===== src/rtl/fetch_pkg.sv =====
// Shared state encoding and constants for the instruction fetch/prefetch block.
package fetch_pkg;

   typedef enum logic [0:0] {
      S_BOOT = 1'b0,
      S_RUN  = 1'b1
   } fetch_state_e;

   localparam int INST_BYTES = 4;

endpackage


===== src/rtl/fetch_fifo.sv =====
// Flushable prefetch queue holding {pc, instruction} entries; head is read combinationally.
module fetch_fifo #(
   parameter  int W     = 64,
   parameter  int DEPTH = 4,
   localparam int PW    = $clog2(DEPTH),
   localparam int CW    = $clog2(DEPTH + 1)
) (
   input  logic          clk,
   input  logic          reset,
   input  logic          flush,
   input  logic          push,
   input  logic [W-1:0]  push_data,
   input  logic          pop,
   output logic [W-1:0]  head_data,
   output logic [CW-1:0] count
);

   logic [W-1:0]  mem [DEPTH];
   logic [PW-1:0] rd_ptr;
   logic [PW-1:0] wr_ptr;
   logic          do_push;
   logic          do_pop;

   // Flush wins over both ports; a push into a full queue is only taken alongside a pop.
   assign do_pop    = pop && (count != '0) && !flush;
   assign do_push   = push && !flush && ((count != CW'(DEPTH)) || do_pop);
   assign head_data = mem[rd_ptr];

   always_ff @(posedge clk or posedge reset) begin
      if (reset) begin
         rd_ptr <= '0;
         wr_ptr <= '0;
         count  <= '0;
      end else if (flush) begin
         rd_ptr <= '0;
         wr_ptr <= '0;
         count  <= '0;
      end else begin
         if (do_push) wr_ptr <= wr_ptr + PW'(1);
         if (do_pop)  rd_ptr <= rd_ptr + PW'(1);
         count <= count + CW'(do_push) - CW'(do_pop);
      end
   end

   always_ff @(posedge clk) begin
      if (do_push) mem[wr_ptr] <= push_data;
   end

endmodule


===== src/rtl/fetch_prefetch_unit.sv =====
// Sequential instruction prefetcher: credit-limited requests, in-order returns, redirect flush.
module fetch_prefetch_unit
   import fetch_pkg::*;
#(
   parameter int                ADDR_W   = 32,
   parameter int                DATA_W   = 32,
   parameter int                DEPTH    = 4,
   parameter logic [ADDR_W-1:0] RESET_PC = '0
) (
   input  logic              clk,
   input  logic              reset,
   output logic              mem_req_valid,
   input  logic              mem_req_ready,
   output logic [ADDR_W-1:0] mem_req_addr,
   input  logic              mem_rsp_valid,
   input  logic [DATA_W-1:0] mem_rsp_data,
   input  logic              redirect_valid,
   input  logic [ADDR_W-1:0] redirect_pc,
   output logic              inst_valid,
   input  logic              inst_ready,
   output logic [DATA_W-1:0] inst_data,
   output logic [ADDR_W-1:0] inst_pc,
   output logic [ADDR_W-1:0] inst_pc_next
);

   localparam int                CW      = $clog2(DEPTH + 1);
   localparam int                EW      = ADDR_W + DATA_W;
   localparam logic [ADDR_W-1:0] STEP    = ADDR_W'(INST_BYTES);
   localparam logic [CW:0]       CREDITS = (CW + 1)'(DEPTH);

   fetch_state_e      state;
   fetch_state_e      state_nxt;
   logic [ADDR_W-1:0] fetch_pc;
   logic [ADDR_W-1:0] rsp_pc;
   logic [ADDR_W-1:0] redirect_aligned;
   logic [CW-1:0]     outstanding;
   logic [CW-1:0]     outstanding_post;
   logic [CW-1:0]     discard_cnt;
   logic [CW-1:0]     fifo_count;
   logic [CW:0]       credit_used;
   logic              req_fire;
   logic              rsp_take;
   logic              push;
   logic              pop;
   logic [EW-1:0]     head;
   logic [ADDR_W-1:0] head_pc;

   assign redirect_aligned = redirect_pc & ~ADDR_W'(INST_BYTES - 1);
   // Queued entries plus in-flight requests can never exceed the queue size.
   assign credit_used      = {1'b0, fifo_count} + {1'b0, outstanding};

   always_ff @(posedge clk or posedge reset) begin
      if (reset) state <= S_BOOT;
      else       state <= state_nxt;
   end

   always_comb begin
      state_nxt     = state;
      mem_req_valid = 1'b0;
      case (state)
         S_BOOT:  state_nxt = S_RUN;
         S_RUN:   mem_req_valid = !redirect_valid && (credit_used < CREDITS);
         default: state_nxt = S_BOOT;
      endcase
   end

   assign mem_req_addr     = fetch_pc;
   assign req_fire         = mem_req_valid && mem_req_ready;
   assign rsp_take         = mem_rsp_valid && (outstanding != '0);
   assign push             = rsp_take && (discard_cnt == '0) && !redirect_valid;
   assign pop              = inst_valid && inst_ready && !redirect_valid;
   assign outstanding_post = outstanding - CW'(rsp_take);

   // rsp_pc tracks the PC of the next response that will actually be kept.
   always_ff @(posedge clk or posedge reset) begin
      if (reset) begin
         fetch_pc    <= RESET_PC;
         rsp_pc      <= RESET_PC;
         outstanding <= '0;
         discard_cnt <= '0;
      end else begin
         outstanding <= outstanding_post + CW'(req_fire);
         if (redirect_valid) begin
            fetch_pc    <= redirect_aligned;
            rsp_pc      <= redirect_aligned;
            discard_cnt <= outstanding_post;
         end else begin
            if (req_fire) fetch_pc <= fetch_pc + STEP;
            if (push)     rsp_pc   <= rsp_pc + STEP;
            if (rsp_take && (discard_cnt != '0)) discard_cnt <= discard_cnt - CW'(1);
         end
      end
   end

   fetch_fifo #(
      .W     (EW),
      .DEPTH (DEPTH)
   ) u_fifo (
      .clk       (clk),
      .reset     (reset),
      .flush     (redirect_valid),
      .push      (push),
      .push_data ({rsp_pc, mem_rsp_data}),
      .pop       (pop),
      .head_data (head),
      .count     (fifo_count)
   );

   assign head_pc      = head[EW-1:DATA_W];
   assign inst_valid   = (fifo_count != '0);
   assign inst_data    = inst_valid ? head[DATA_W-1:0] : '0;
   assign inst_pc      = inst_valid ? head_pc : '0;
   assign inst_pc_next = inst_valid ? head_pc + STEP : '0;

endmodule

===== config.mk =====
export PLATFORM = sky130hd
export DESIGN_NAME = fetch_prefetch_unit
export DESIGN_NICKNAME = d
export VERILOG_FILES = /design/src/rtl/fetch_pkg.sv /design/src/rtl/fetch_fifo.sv /design/src/rtl/fetch_prefetch_unit.sv
export SDC_FILE = /design/constraint.sdc
export NUM_CORES = 1
export LEC_CHECK = 0
export ABC_AREA = 0
export CAP_MARGIN = 20
export CORE_UTILIZATION = 38
export CTS_CLUSTER_DIAMETER = 120
export DETAILED_ROUTE_END_ITERATION = 7
export PLACE_DENSITY_LB_ADDON = 0.2
export SYNTH_ARGS = -nofsm -noshare
export SYNTH_HDL_FRONTEND = slang
export SYNTH_SLANG_ARGS = --single-unit
export TNS_END_PERCENT = 5

===== constraint.sdc =====
create_clock -name clk -period 3.45 [get_ports clk]
set_clock_uncertainty 0.2 [all_clocks]
set_input_delay 0.8625 -clock clk [delete_from_list [all_inputs] [get_ports clk]]
set_output_delay 0.8625 -clock clk [all_outputs]
set_load 0.01 [all_outputs]

After elaboration in Yosys (flattened, before gate mapping)
Memory sizes are Yosys's and may differ from the RTL's.
Cells that the tools add are included.
- memories: 1
- register bits: 78
- output and inout bits: 130
- RAM bits: 256
- logic and storage cells: 62
- memories (memory ; words ; width ; rd ports ; clocked after Yosys merged registers in ; write ports ; RTL line ; text):
    u_fifo.mem ; 4 ; 64 ; 1 ; 0 ; 1 ; fetch_fifo.sv:18 ; logic [W-1:0] mem [DEPTH];
- reduce and logical (&&, ||, !) cells: 23
- order comparisons: 1
- $add $sub $neg: 11
- muxes and demuxes: 17
- equal/unequal tests: 1
- operators with widths (kind ; number):
    32-bit 2-to-1 mux ; 7
    32-bit by 3-bit adder with 32-bit output, second input constant ; 3
    1-bit logical AND ; 12
    2-bit nonzero test ; 5
    3-bit 2-to-1 mux ; 3
    3-bit nonzero test ; 3
    2-bit 2-to-1 mux ; 4
    3-bit by 1-bit adder with 3-bit output ; 2
    3-bit by 1-bit subtractor with 3-bit output ; 2
    2-bit by 1-bit adder with 2-bit output, second input constant ; 2
    3-bit by 3-bit adder with 4-bit output ; 1
    4-bit by 3-bit less-than comparator with 1-bit output, second input constant ; 1
    3-bit logical NOT ; 1
    1-bit 2-to-1 mux ; 3
    3-bit != test, second input constant ; 1
    3-bit by 1-bit subtractor with 3-bit output, second input constant ; 1
    1-bit logical NOT ; 1
    1-bit logical OR ; 1

Longest topological paths before layout
- depth in word-level cells: 10
- gate-level depth with buffers: 12

By module
Synthesis repeated with hierarchy kept, for this count alone.
- cell total of the unflattened synthesis: 979
- area total of the unflattened synthesis: 14665.3 µm²
- modules (own cells, without submodules) (module ; cells an instance ; sequential area each (µm²) ; instances ; area an instance (µm²)):
    fetch_fifo ; 381 ; 7862.5 ; 1 ; 9704.3
    fetch_prefetch_unit ; 598 ; 1676.6 ; 1 ; 4961.0

Least setup slack after synthesis
Ideal clock, no wire load.
- kind: input to register
- start point: in redirect_valid
- end point: mem u_fifo.mem[1][0] (enable)
- arrival: 3.331 ns
- setup slack: -0.508 ns
- stages on the path: 3
- data required time: 2.824 ns
- buffers on the path: 1
- path through: clkbuf_1 > nor4_1 > and2_1
- longest elaborated chain between the ends: 8
- elaborated cells on any way between the ends: 10
- classes of those cells: 2 x mux; 8 x reduce/logical
- ends and longest elaborated chain (item ; RTL line ; text):
    start, declared ; fetch_prefetch_unit.sv:17 ; input logic redirect_valid,
    1-bit logical NOT (*) ; n/a ;
    1-bit logical AND ; fetch_prefetch_unit.sv:71 ; assign pop = inst_valid && inst_ready && !redirect_valid;
    1-bit logical AND (2 in series) ; fetch_fifo.sv:25 ; assign do_pop = pop && (count != '0) && !flush;
    1-bit logical OR ; fetch_fifo.sv:26 ; assign do_push = push && !flush && ((count != CW'(DEPTH)) || do_pop);
    1-bit logical AND (*) ; fetch_fifo.sv:26 ;
    1-bit 2-to-1 mux (*) ; fetch_fifo.sv:46 ; if (do_push) mem[wr_ptr] <= push_data;
    1-bit 2-to-1 mux (implied by the code) (*) ; fetch_fifo.sv:46 ;
    end, declared ; fetch_fifo.sv:18 ;
Mark *: on every way between the ends. The rest lies on a longest branch, timed or not.

Worst setup path in the final report
- start point: reg u_fifo.rd_ptr[0]
- end point: out inst_pc_next[22]
- longest elaborated chain between the ends: 3
- ends and longest elaborated chain (item ; RTL line ; text):
    start, declared ; fetch_fifo.sv:19 ; logic [PW-1:0] rd_ptr;
    start signal, assigned ; fetch_fifo.sv:40 ; if (do_pop) rd_ptr <= rd_ptr + PW'(1);
    memory 4 x 64 bit ; n/a ;
    32-bit by 3-bit adder with 32-bit output ; fetch_prefetch_unit.sv:113 ; assign inst_pc_next = inst_valid ? head_pc + STEP : '0;
    32-bit 2-to-1 mux ; fetch_prefetch_unit.sv:113 ;
    end, declared ; fetch_prefetch_unit.sv:23 ; output logic [ADDR_W-1:0] inst_pc_next
No other way between the ends.

==> reports/results.ini <==
[sta]
setup_ws_ns = -0.757
final_max_slew_viol_count = 0
hold_violations = 0
max_freq_ghz = 0.238
min_period_over_period = 1.22
setup_viol = 41
period_needed_ns = 4.21
rsz0062_at_grt = yes
tightest_slew_ns = 1.08
worst_slew_margin_rel = 0.279
whs_ns = 0.364

[place]
gp_congestion = 0.886
io_buffers = 191
dpl_worst_slack_ns = -0.775
dpl.hpwl_mm = 24.2
dp.cells = 1733
place_area_mm2 = 0.0176

[logic_synthesis]
ys_seq_area_frac = 0.645
synth_cells = 981
ys_types = 50
yosysMostFrequentCell = edfxtp_1
synth_edf_count = 248
synthTopCellsByArea = edfxtp_1, dfrtp_1, mux4_2
syn_avg_cell_area_um2 = 14.7
synth_area_leader_cell = edfxtp_1
synth_area_mm2 = 0.0144
ys_async_sr_fraction = 0.230
yosys_warnings = 0
yosys_most_used_dff = edfxtp_1
ys_ff_latch = 322
synth.top_cell.area_share = 0.516
synth_commonest_cells = edfxtp_1, dfrtp_1, and2_1

[power_and_ir_drop]
powerDensity_mw_per_mm2 = 678
p_leak_nw = 6.93
power_mw = 12.9
ir_drop_uv = 403

[worst_hold_path]
min_delay_path_depth = 2
worst_hold_path.endpoint = discard_cnt[1]
hp-class = register to register
hp-start = discard_cnt[1]

[die]
row_count = 70
core_mm2 = 0.0370
io_pins = 200
dieArea_mm2 = 0.0387
die_x_um = 197
start_util = 0.390
die_y_um = 197

[route]
routed_wl_mm = 35.1
final_antenna_net_count = 0
vias = 9367
dr.pass1.iters = 4
wl_per_cell_um = 19.4
drtIter0Drc = 448
viasPerCell = 5.19
drc = 0

[worst_setup_path]
cp_slowest_stage_delay_ns = 0.54
startpoint_type = register
cp_max_fo = 4
crit_family = simple AND/OR/NAND/NOR gates
cp_num_buf_inv = 3
worstPathArrival_ns = 3.14
worstSetupPathType = register to output pin
r2r-start = u_fifo.count[1]
reg2reg_slack_ns = 0.66
reg2reg_to = mem_req_addr[29]
critical_path_required_ns = 2.39
crit_path_frequent_cell = buf_6
cp-end-kind = output pin
crit_slowest_cell = or4_4
rr_worst_depth = 8
path_cells = buf_6 > mux4_2 > ha_4 > nand3_4 > or4_4 > buf_6 > or3_4 > a21oi_2 > buf_2

[cts]
cts_tree = built
cts_root_buf = clkbuf_16
cts_buffers = 36
insertion_delay_ns = 0.52
cts.sinks = 322
cts.clk_slew.worst_paths_ns = 0.06
cts_max_path_buffers = 3
htreeDepth = 2

[run]
max-cap-violations = 0

[final_layout]
fin_area_mm2 = 0.0191
insertedDiodeCount = 0
layoutNonFillerInstCount = 1806
fin_nets = 1363
area_growth_pct = 32.3
drive_above_1_share = 0.269

[grt]
grt_pass1_vias = 9670
overflow = 0
antenna_found_initial = 0
grt_max_degree = 38
grtUsageTotal = 0.184
grt_pass1_wl_mm = 54.8

[run_status]
status = finished with violations
violations = setup timing

==> per-stage QoR <==
| stage | util | TNS (ns) |
|---|---|---|
| 6_report | 0.516 | -14.77 |
| 5_1_grt | 0.516 | -19.41 |
| 4_1_cts | 0.515 | -30.05 |
| 3_5_place_dp | 0.478 | -12.11 |
| 3_3_place_gp | 0.478 | -11.27 |
| 2_1_floorplan | - | -95.82 |
==> report_power, final <==
group / internal [mW] / switching (mW) / total [mW]
combinational: 2.24 / 2.16 / 4.40
sequential: 4.43 / 0.236 / 4.67
clock: 2.40 / 1.48 / 3.88
total: 9.07 / 3.88 / 12.9
==> worst max-delay path by stage <==
stage,from,to,slack [ns],depth (start not counted)
after floorplan,redirect_valid,u_fifo.mem[3][10],-0.51,3
after global placement,u_fifo.rd_ptr[0],inst_pc_next[22],-0.76,8
after detailed placement,u_fifo.rd_ptr[0],inst_pc_next[22],-0.77,8
after CTS,u_fifo.rd_ptr[0],inst_pc_next[28],-0.80,8
after global routing,u_fifo.rd_ptr[0],inst_pc_next[25],-0.84,10
final,u_fifo.rd_ptr[0],inst_pc_next[22],-0.76,9
==> registers in the layout, indices dropped and copies added, names as in the netlist <==
register	cells
u_fifo.count	3
outstanding	3
discard_cnt	3
rsp_pc	30
state	1
u_fifo.wr_ptr	2
mem_req_addr	30
u_fifo.rd_ptr	2
u_fifo.mem	248
==> logic make-up after synthesis <==
| family | Yosys count | share of synthesized area |
|---|---|---|
| flops | 322 | 0.645 |
| simple gates | 317 | 0.118 |
| compound gates | 99 | 0.0409 |
| mux | 91 | 0.122 |
| buf+inv | 77 | 0.0246 |
| xor+xnor | 55 | 0.0334 |
| fa+ha+maj | 18 | 0.0161 |
| other cells | 2 | 0.000521 |
==> metal layers <==
metal | global-route usage | share of wire | wire length, um
met4 | 0.0500 | 0.019 | 672
met2 | 0.301 | 0.48 | 16800
met3 | 0.0270 | 0.050 | 1750
met5 | 0 | 0 | 0
met1 | 0.256 | 0.45 | 15900
==> cell usage in the layout, fill, tap and decap left out, types with 15 or more instances in the layout <==
cell type and count:
mux2_2 21, clkbuf_2 25, nor2_1 54, dfrtp_1 72
dlygate4sd2_1 15, nand3_1 32, buf_12 15, xor2_1 15
buf_4 81, and2_1 57, clkbuf_16 36, clkdlybuf4s50_1 116
xnor2_1 40, edfxtp_1 248, buf_6 19, nand4_1 21
o21ai_0 43, inv_1 20, mux4_2 61, nand2_1 63
ha_1 16
==> worst register-to-register path: cells and delay by family, from the launching register on <==
kind	cells	cell delay, ns
buffers and inverters	2	0.34
adder cells (fa/ha/maj)	1	0.27
AO/OA/AOI/OAI	2	0.38
AND/OR/NAND/NOR	3	1.07
flip-flops	1	0.41
==> cell type report <==
type	instances	area, um^2
Clock buffer	49	990
Clock inverter	16	229
Fill cell	3167	17900
Inverter	26	100
Multi-Input combinational cell	587	4980
Sequential cell	322	9300
Tap cell	504	631
Timing Repair Buffer	302	2840
==> what timing repair did <==
item,in CTS,in global routing
gates cloned,1,0
setup buffers,6,2
hold buffers,0,0
setup endpoints to repair,93,82
hold endpoints to repair,0,0
pin swaps,17,15
resized for setup,172,101
Power figures use the tool's default switching activity.
